`config.mk`:
```
export PLATFORM = sky130hd
export DESIGN_NAME = regbank_dbg
export DESIGN_NICKNAME = d
export VERILOG_FILES = /design/src/rtl/regbank_dbg_pkg.sv /design/src/rtl/regbank_dbg.sv
export SDC_FILE = /design/constraint.sdc
export NUM_CORES = 1
export LEC_CHECK = 0
export CORE_MARGIN = 2
export CORE_UTILIZATION = 41
export CTS_CLUSTER_SIZE = 40
export DETAILED_ROUTE_END_ITERATION = 12
export DONT_BUFFER_PORTS = 1
export PLACE_DENSITY = 0.57
export SETUP_SLACK_MARGIN = 0.3
export SYNTH_ARGS = -nofsm -noshare
export SYNTH_HDL_FRONTEND = slang
export SYNTH_SLANG_ARGS = --single-unit
```
`constraint.sdc`:
```
create_clock -name clk -period 2.3 [get_ports clk]
set_input_delay 0.345 -clock clk [delete_from_list [all_inputs] [get_ports clk]]
set_output_delay 0.345 -clock clk [all_outputs]
set_load 0.01 [all_outputs]
```
`src/rtl/regbank_dbg_pkg.sv`:
```
// Shared build-time constants, op/bank codes and FSM state encodings for the
// regbank debug port.
`ifndef REGBANK_DBG_DEFINES
`define REGBANK_DBG_DEFINES
`define WIDTH         32
`define REG_SEL       4
`define NUM_REGS      16
`define NUM_PRED_REGS 8
`define PRED_REG_SEL  3
`define PRED_WIDTH    1
`define S_REGS        1'b0
`define P_REGS        1'b1
`define DBG_RD        2'b00
`define DBG_WR        2'b01
`define DBG_DUMP      2'b10
`endif

package regbank_dbg_pkg;

  localparam int DATA_W = `WIDTH;
  localparam int SEL_W  = `REG_SEL;
  localparam int PRED_W = `PRED_WIDTH;

  localparam logic [1:0] ST_IDLE   = 2'd0;
  localparam logic [1:0] ST_REQ    = 2'd1;
  localparam logic [1:0] ST_ACCESS = 2'd2;
  localparam logic [1:0] ST_RESP   = 2'd3;

  typedef enum logic [1:0] {
    IDLE   = ST_IDLE,
    REQ    = ST_REQ,
    ACCESS = ST_ACCESS,
    RESP   = ST_RESP
  } state_e;

  // Highest register index of a bank; marks the final beat of a dump.
  function automatic logic [SEL_W-1:0] last_idx(input logic bank);
    return (bank == `P_REGS) ? SEL_W'(`NUM_PRED_REGS - 1) : SEL_W'(`NUM_REGS - 1);
  endfunction

endpackage

```
`src/rtl/regbank_dbg.sv`:
```
// Debug access port to the core register bank: single read/write and whole-bank
// dump, borrowing the regbank ports from the core via a req/grant handshake.
//
// state  | meaning
// IDLE   | waiting for a command, cmd_ready high
// REQ    | requesting regbank ownership, waiting for dbg_grant
// ACCESS | one-cycle regbank read or write
// RESP   | response held on rsp_* until rsp_ready
module regbank_dbg
  import regbank_dbg_pkg::*;
(
  input  logic              clk,
  input  logic              reset,
  input  logic              cmd_valid,
  output logic              cmd_ready,
  input  logic [1:0]        cmd_op,
  input  logic              cmd_bank,
  input  logic [SEL_W-1:0]  cmd_addr,
  input  logic [DATA_W-1:0] cmd_data,
  output logic              rsp_valid,
  input  logic              rsp_ready,
  output logic [DATA_W-1:0] rsp_data,
  output logic [SEL_W-1:0]  rsp_addr,
  output logic              rsp_last,
  output logic              rsp_err,
  output logic              dbg_req,
  input  logic              dbg_grant,
  output logic [SEL_W-1:0]  rb_a_addr,
  output logic              rb_a_sel,
  input  logic [DATA_W-1:0] rb_a_data,
  output logic              rb_write_enable,
  output logic [SEL_W-1:0]  rb_z_addr,
  output logic              rb_z_sel,
  output logic [DATA_W-1:0] rb_z_data,
  output logic              busy
);

  state_e              state_q, state_d;
  logic [1:0]          op_q, op_d;
  logic                bank_q, bank_d;
  logic [SEL_W-1:0]    addr_q, addr_d;
  logic [DATA_W-1:0]   data_q, data_d;
  logic [SEL_W-1:0]    idx_q, idx_d;
  logic                err_q, err_d;
  logic [DATA_W-1:0]   rsp_data_q, rsp_data_d;
  logic [SEL_W-1:0]    rsp_addr_q, rsp_addr_d;
  logic                rsp_last_q, rsp_last_d;
  logic                rsp_err_q, rsp_err_d;
  logic                ready_q;

  logic                cmd_bad;
  logic [SEL_W-1:0]    acc_addr;
  logic                in_access;
  logic                is_wr;

  // Dumps ignore cmd_addr, so only single accesses can hit a missing P register.
  assign cmd_bad  = (cmd_op == 2'b11) ||
                    ((cmd_bank == `P_REGS) && (cmd_op != `DBG_DUMP) &&
                     (cmd_addr >= SEL_W'(`NUM_PRED_REGS)));
  assign acc_addr = (op_q == `DBG_DUMP) ? idx_q : addr_q;
  assign is_wr    = (op_q == `DBG_WR);

  always_comb begin
    state_d    = state_q;
    op_d       = op_q;
    bank_d     = bank_q;
    addr_d     = addr_q;
    data_d     = data_q;
    idx_d      = idx_q;
    err_d      = err_q;
    rsp_data_d = rsp_data_q;
    rsp_addr_d = rsp_addr_q;
    rsp_last_d = rsp_last_q;
    rsp_err_d  = rsp_err_q;
    case (state_q)
      IDLE: begin
        if (cmd_valid && cmd_ready) begin
          op_d   = cmd_op;
          bank_d = cmd_bank;
          addr_d = cmd_addr;
          data_d = cmd_data;
          idx_d  = '0;
          err_d  = cmd_bad;
          if (cmd_bad) begin
            rsp_data_d = '0;
            rsp_addr_d = cmd_addr;
            rsp_last_d = 1'b1;
            rsp_err_d  = 1'b1;
            state_d    = RESP;
          end else begin
            state_d = REQ;
          end
        end
      end
      REQ: begin
        if (dbg_grant) state_d = ACCESS;
      end
      ACCESS: begin
        rsp_addr_d = acc_addr;
        rsp_err_d  = 1'b0;
        rsp_last_d = (op_q != `DBG_DUMP) || (idx_q == last_idx(bank_q));
        if (is_wr)
          rsp_data_d = data_q;
        else if (bank_q == `P_REGS)
          rsp_data_d = {{(DATA_W-PRED_W){1'b0}}, rb_a_data[PRED_W-1:0]};
        else
          rsp_data_d = rb_a_data;
        state_d = RESP;
      end
      RESP: begin
        if (rsp_ready) begin
          if ((op_q == `DBG_DUMP) && !rsp_last_q) begin
            idx_d   = idx_q + 1'b1;
            state_d = dbg_grant ? ACCESS : REQ;
          end else begin
            state_d = IDLE;
          end
        end
      end
      default: state_d = IDLE;
    endcase
  end

  always_ff @(posedge clk) begin
    if (reset) begin
      state_q    <= IDLE;
      op_q       <= '0;
      bank_q     <= 1'b0;
      addr_q     <= '0;
      data_q     <= '0;
      idx_q      <= '0;
      err_q      <= 1'b0;
      rsp_data_q <= '0;
      rsp_addr_q <= '0;
      rsp_last_q <= 1'b0;
      rsp_err_q  <= 1'b0;
      ready_q    <= 1'b0;
    end else begin
      state_q    <= state_d;
      op_q       <= op_d;
      bank_q     <= bank_d;
      addr_q     <= addr_d;
      data_q     <= data_d;
      idx_q      <= idx_d;
      err_q      <= err_d;
      rsp_data_q <= rsp_data_d;
      rsp_addr_q <= rsp_addr_d;
      rsp_last_q <= rsp_last_d;
      rsp_err_q  <= rsp_err_d;
      ready_q    <= 1'b1;
    end
  end

  assign busy      = (state_q != IDLE);
  assign cmd_ready = (state_q == IDLE) && ready_q;
  assign rsp_valid = (state_q == RESP);
  assign rsp_data  = rsp_data_q;
  assign rsp_addr  = rsp_addr_q;
  assign rsp_last  = rsp_last_q;
  assign rsp_err   = rsp_err_q;
  assign dbg_req   = busy && !err_q;

  // Regbank drive is qualified by grant so the core owns the ports otherwise.
  assign in_access       = (state_q == ACCESS) && dbg_grant && !err_q;
  assign rb_a_addr       = (in_access && !is_wr) ? acc_addr : '0;
  assign rb_a_sel        = in_access && !is_wr && bank_q;
  assign rb_write_enable = in_access && is_wr;
  assign rb_z_addr       = rb_write_enable ? addr_q : '0;
  assign rb_z_sel        = rb_write_enable && bank_q;
  assign rb_z_data       = rb_write_enable ? data_q : '0;

endmodule

```
After elaboration in Yosys (flattened, before gate mapping)
Cells that the tools add are included.
- register bits after elaboration: 85
- output and inout port bits: 85
- logic and storage cells: 82
- add/sub/neg operators: 1
- magnitude comparators: 1
- eq/ne operators: 14
- multiplexer cells: 29
- reductions and logical operators: 25
- operator list (cell ; number):
    2-to-1 mux 32 bit ; 5
    one-hot mux 32 bit (2 select lines) ; 1
    2-to-1 mux 4 bit ; 9
    one-hot mux 4 bit (2 select lines) ; 2
    logical AND 1 bit ; 12
    2-to-1 mux 2 bit ; 6
    inequality test 2 bit (second input constant) ; 5
    equality test 2 bit (second input constant) ; 4
    one-hot mux 2 bit (4 select lines) ; 1
    AND reduction 3 bit ; 2
    nonzero test 2 bit ; 3
    adder 4 x 1 -> 4 bit (second input constant) ; 1
    equality test 2 x 1 -> 1 bit (second input constant) ; 2
    equality test 4 bit ; 1
    >= comparator 4 bit (second input constant) ; 1
    inequality test 2 x 1 -> 1 bit (second input constant) ; 2
    one-hot mux 1 bit (2 select lines) ; 2
    AND reduction 4 bit ; 1
    zero test 1 bit ; 3
    2-to-1 mux 1 bit ; 3
    zero test 2 bit ; 1
    logical OR 1 bit ; 2
    AND reduction 2 bit ; 1

Logic depth before layout (Yosys ltp)
- depth in word-level cells: 7
- mapped depth: 8
- depth with buffers taken out: 5

Worst setup path after synthesis
OpenSTA, ideal clock, no wires.
- path kind: reg-to-output
- start point: reg op_q[1]
- end point: out rb_z_data[10]
- data arrival time: 1351 ps
- path slack: 604 ps
- cell stages (with the launch flop): 7
- path buffers: 3
- cells stage by stage: dfxtp_1 nand2b_1 clkbuf_1 nor4_2 clkbuf_2 clkbuf_2 and2_1
- longest elaborated chain between the ends: 3
- RTL lines (element ; RTL line ; text):
    start: declaration ; regbank_dbg.sv:39 ; logic [1:0] op_q, op_d;
    start signal: assignment ; regbank_dbg.sv:140 ; op_q <= op_d;
    equality test 2 x 1 -> 1 bit (no line) ; - ;
    logical AND 1 bit ; regbank_dbg.sv:167 ; assign rb_write_enable = in_access && is_wr;
    2-to-1 mux 32 bit ; regbank_dbg.sv:170 ; assign rb_z_data = rb_write_enable ? data_q : '0;
    end: declaration ; regbank_dbg.sv:34 ; output logic [DATA_W-1:0] rb_z_data,
Every way passes these cells.

Worst setup path in the final report
- start point: reg state_q[0]
- end point: out rb_a_addr[1]
- longest elaborated chain between the ends: 5
- RTL lines (element ; RTL line ; text):
    start: declaration ; regbank_dbg.sv:38 ; state_e state_q, state_d;
    start signal: assignment ; regbank_dbg.sv:139 ; state_q <= state_d;
    equality test 2 bit ; regbank_dbg.sv:164 ; assign in_access = (state_q == ACCESS) && dbg_grant && !err_q;
    logical AND 1 bit (2 in series) ; regbank_dbg.sv:164 ;
    logical AND 1 bit ; regbank_dbg.sv:165 ; assign rb_a_addr = (in_access && !is_wr) ? acc_addr : '0;
    2-to-1 mux 4 bit ; regbank_dbg.sv:165 ;
    end: declaration ; regbank_dbg.sv:28 ; output logic [SEL_W-1:0] rb_a_addr,
Every way passes these cells.

==> reports/summary.txt <==
first-pass GRT wire length: 16.46 mm
post-synthesis mux area share: 1.567%
post-route ant nets: 0
Worst slew margin: 51.32%
worst setup margin: 322.5 ps
Worst Setup Start Kind: flip-flop
Worst Hold Class: primary input to flip-flop
post-synthesis simple-gate area fraction: 30.41%
initial antenna violation count: 0
port bufs: 0
Syn Nets: 605
fin crit share: 85.98%
final std cell area, no fill: 4478 µm²
Switching Fraction: 27.18%
Fillers: 1006
P_sw: 861.0 µW
Peak VDD IR: 0.0002900 V
number of synthesized flops with an enable pin: 0
met1 GRT Util: 25.35%
Slew @ Worst Pin: 730.3 ps
combinational share of power: 11.4%
peak fanout along the critical path: 5
root buffer cell: clkbuf_8
main combinational cell family by area after synthesis: simple AND/OR/NAND/NOR gates
DRC Markers: 0
synth top area cells: dfxtp_1 (43%), nand2_1 (12%), a21oi_1 (9.5%)
sequential area share after synthesis: 42.63%
Compound-Gate Fraction of Synth Area: 18.34%
initial drt markers: 168
CTS buffer count: 9
Pint: 2307 µW
Yosys top cell by area: dfxtp_1
synthesized area per cell: 7.559 µm²
DR WL/cell: 17.32 µm
Flop pwr share: 51.8%
Post-Route Setup TNS: 0 ps
Static Leak: 0.001600 µW
worst skew pair latency: 350 ps
GRT Total Usage: 20.11%
met2 usage: 31.98%
adder-cell area share of the yosys netlist: 0.3135%
WL final: 11.22 mm
largest net degree at the start of global routing: 82
Power Density: 707.5 nW/µm²
Gate Count Post-Synth: 528
status: finished, final reports clean
Synth Cell Area: 3991 µm²
clock group share of total power: 36.8%
Yosys reg bits: 85
total power draw: 3168 µW
diode count: 0
layout cells sized above 1: 17.28%
vias in the first global route: 3199
most common cell after layout, fill and taps aside: nand2_1
gr ovfl total: 0
Initial Utilization: 41.60%
DP HPWL: 7.447 mm
Die Span Y: 102.7 µm
RePlAce Congestion: 0.7816
Vias/cell: 5.489
CTS tree: done
Sink Count: 85
final core utilization: 46.67%
max frequency: 505.7 MHz
global-route met3 utilization: 5.898%
dpl cell area: 4058 µm²
CP arrival: 1630 ps
Max Cap Viol: 0
Final Hold Viols: 0
CTS H-Tree Depth: 3
row count: 36
via count of the routed design: 3557
RSZ-0062 raised after global routing: true
warnings from Yosys: 0
Area growth syn-to-layout: 12.19%
ys flop type: dfxtp_1
Distinct cells, synth: 35
min Tclk post-route: 1978 ps
Pins Over Slew Limit: 0
DIE AREA: 10540 µm²
Synth Area in XOR/XNOR: 0.6583%
Max Buffers Root-to-Sink: 2
Crit path required time: 1960 ps
setup violators final: 0
num ports: 161
Post-Place Setup Slack: 377.0 ps
die width: 102.7 µm
Max Clock Skew: 13.18 ps
drt first pass iters: 4
Worst-path clk slew: 100 ps
GRT busiest layer: met2
post-synth top area share: 42.63%
NumNets Final: 587
Crit Path Class: flip-flop to output port
core area: 9594 µm²
commonest non-fill, non-tap cells in the layout: nand2_1 (125), dfxtp_1 (82), a21oi_1 (76), nand3_1 (70), and2_4 (36)
Critical Path Sink Type: output port
Async SR Flop Fraction: 0%
==> routing by layer <==
layer	wire (µm)	vias to the layer above
met1	4605	1659
met3	1086	14
met5	0	-
met4	178	0
met2	5352	144
li1	-	1740
==> power groups by stage <==
stage / logic (µW) / registers [µW] / clock network, µW
2_1_floorplan: 308 / 1650 / 0
3_3_place_gp: 338 / 1670 / 0
3_5_place_dp: 343 / 1670 / 0
4_1_cts: 356 / 1640 / 1210
5_1_grt: 405 / 1650 / 1270
6_report: 361 / 1640 / 1170
==> final timing paths <==
| check | from | end | slack, ps | cells after the start |
|---|---|---|---|---|
| min | reset | rsp_data[18]$_SDFFE_PP0P_ | 50 | 1 |
| max | state_q[0]$_SDFFE_PP0P_ | rb_a_addr[1] | 320 | 3 |
| min reg2reg | addr_q[1]$_SDFFE_PP0P_ | addr_q[1]$_SDFFE_PP0P_ | 470 | 2 |
| max reg2reg | state_q[0]$_SDFFE_PP0P_ | data_q[5]$_SDFFE_PP0P_ | 490 | 6 |
==> area by class of cell <==
type	count	area [µm²]	share of cell area [%]
clock buffers	9	123.9	2.766
clock inverters	7	96.34	2.151
inverters	5	18.77	0.4191
multi-input cells	391	2205	49.23
flip-flops and latches	85	1710	38.20
well taps	133	166.4	3.716
repair buffers	18	157.7	3.521
==> synth_stat cells, drive strengths merged (5+ instances only) <==
master / n
a21o: 32
nand3: 70
nand2: 125
a21oi: 77
clkbuf: 28
nor2: 8
dfxtp: 85
inv: 5
o21ai: 5
buf: 19
and2: 38
==> cells by family after synthesis <==
logic type               count (synthesis)
flip-flops                              85
AND/OR/NAND/NOR                        258
multiplexers                             6
XOR/XNOR                                 3
adder cells (fa/ha/maj)                  1
AO/OA/AOI/OAI                          123
buffers and inverters                   52
==> through the flow <==
step	hold slack, ps	std cells
floorplan	442.2	528
global placement	419.6	628
detailed placement	421.0	628
CTS	19.00	645
global route	20.50	648
finish	47.06	648
==> worst max-delay path: stages, from the launching register on <==
cell      delay (ps)
dfxtp_4          350
nand2b_4         150
or4_4            560
nor2_1           230
==> flip-flops by register name (all words and copies together), names as in the netlist <==
name,count
data_q,32
rsp_err,1
state_q,2
idx_q,4
err_q,1
rsp_data,32
op_q,2
ready_q,1
rsp_addr,4
addr_q,4
rsp_last,1
bank_q,1
==> what timing repair did <==
| action | CTS | global route |
|---|---|---|
| hold buffers | 0 | 0 |
| setup buffers | 1 | 2 |
| endpoints found under the setup margin | 26 | 40 |
| gates resized for setup | 14 | 46 |
| gates cloned | 0 | 1 |
| pin swaps | 2 | 1 |
Note: power is estimated with default switching activity, not from simulation.
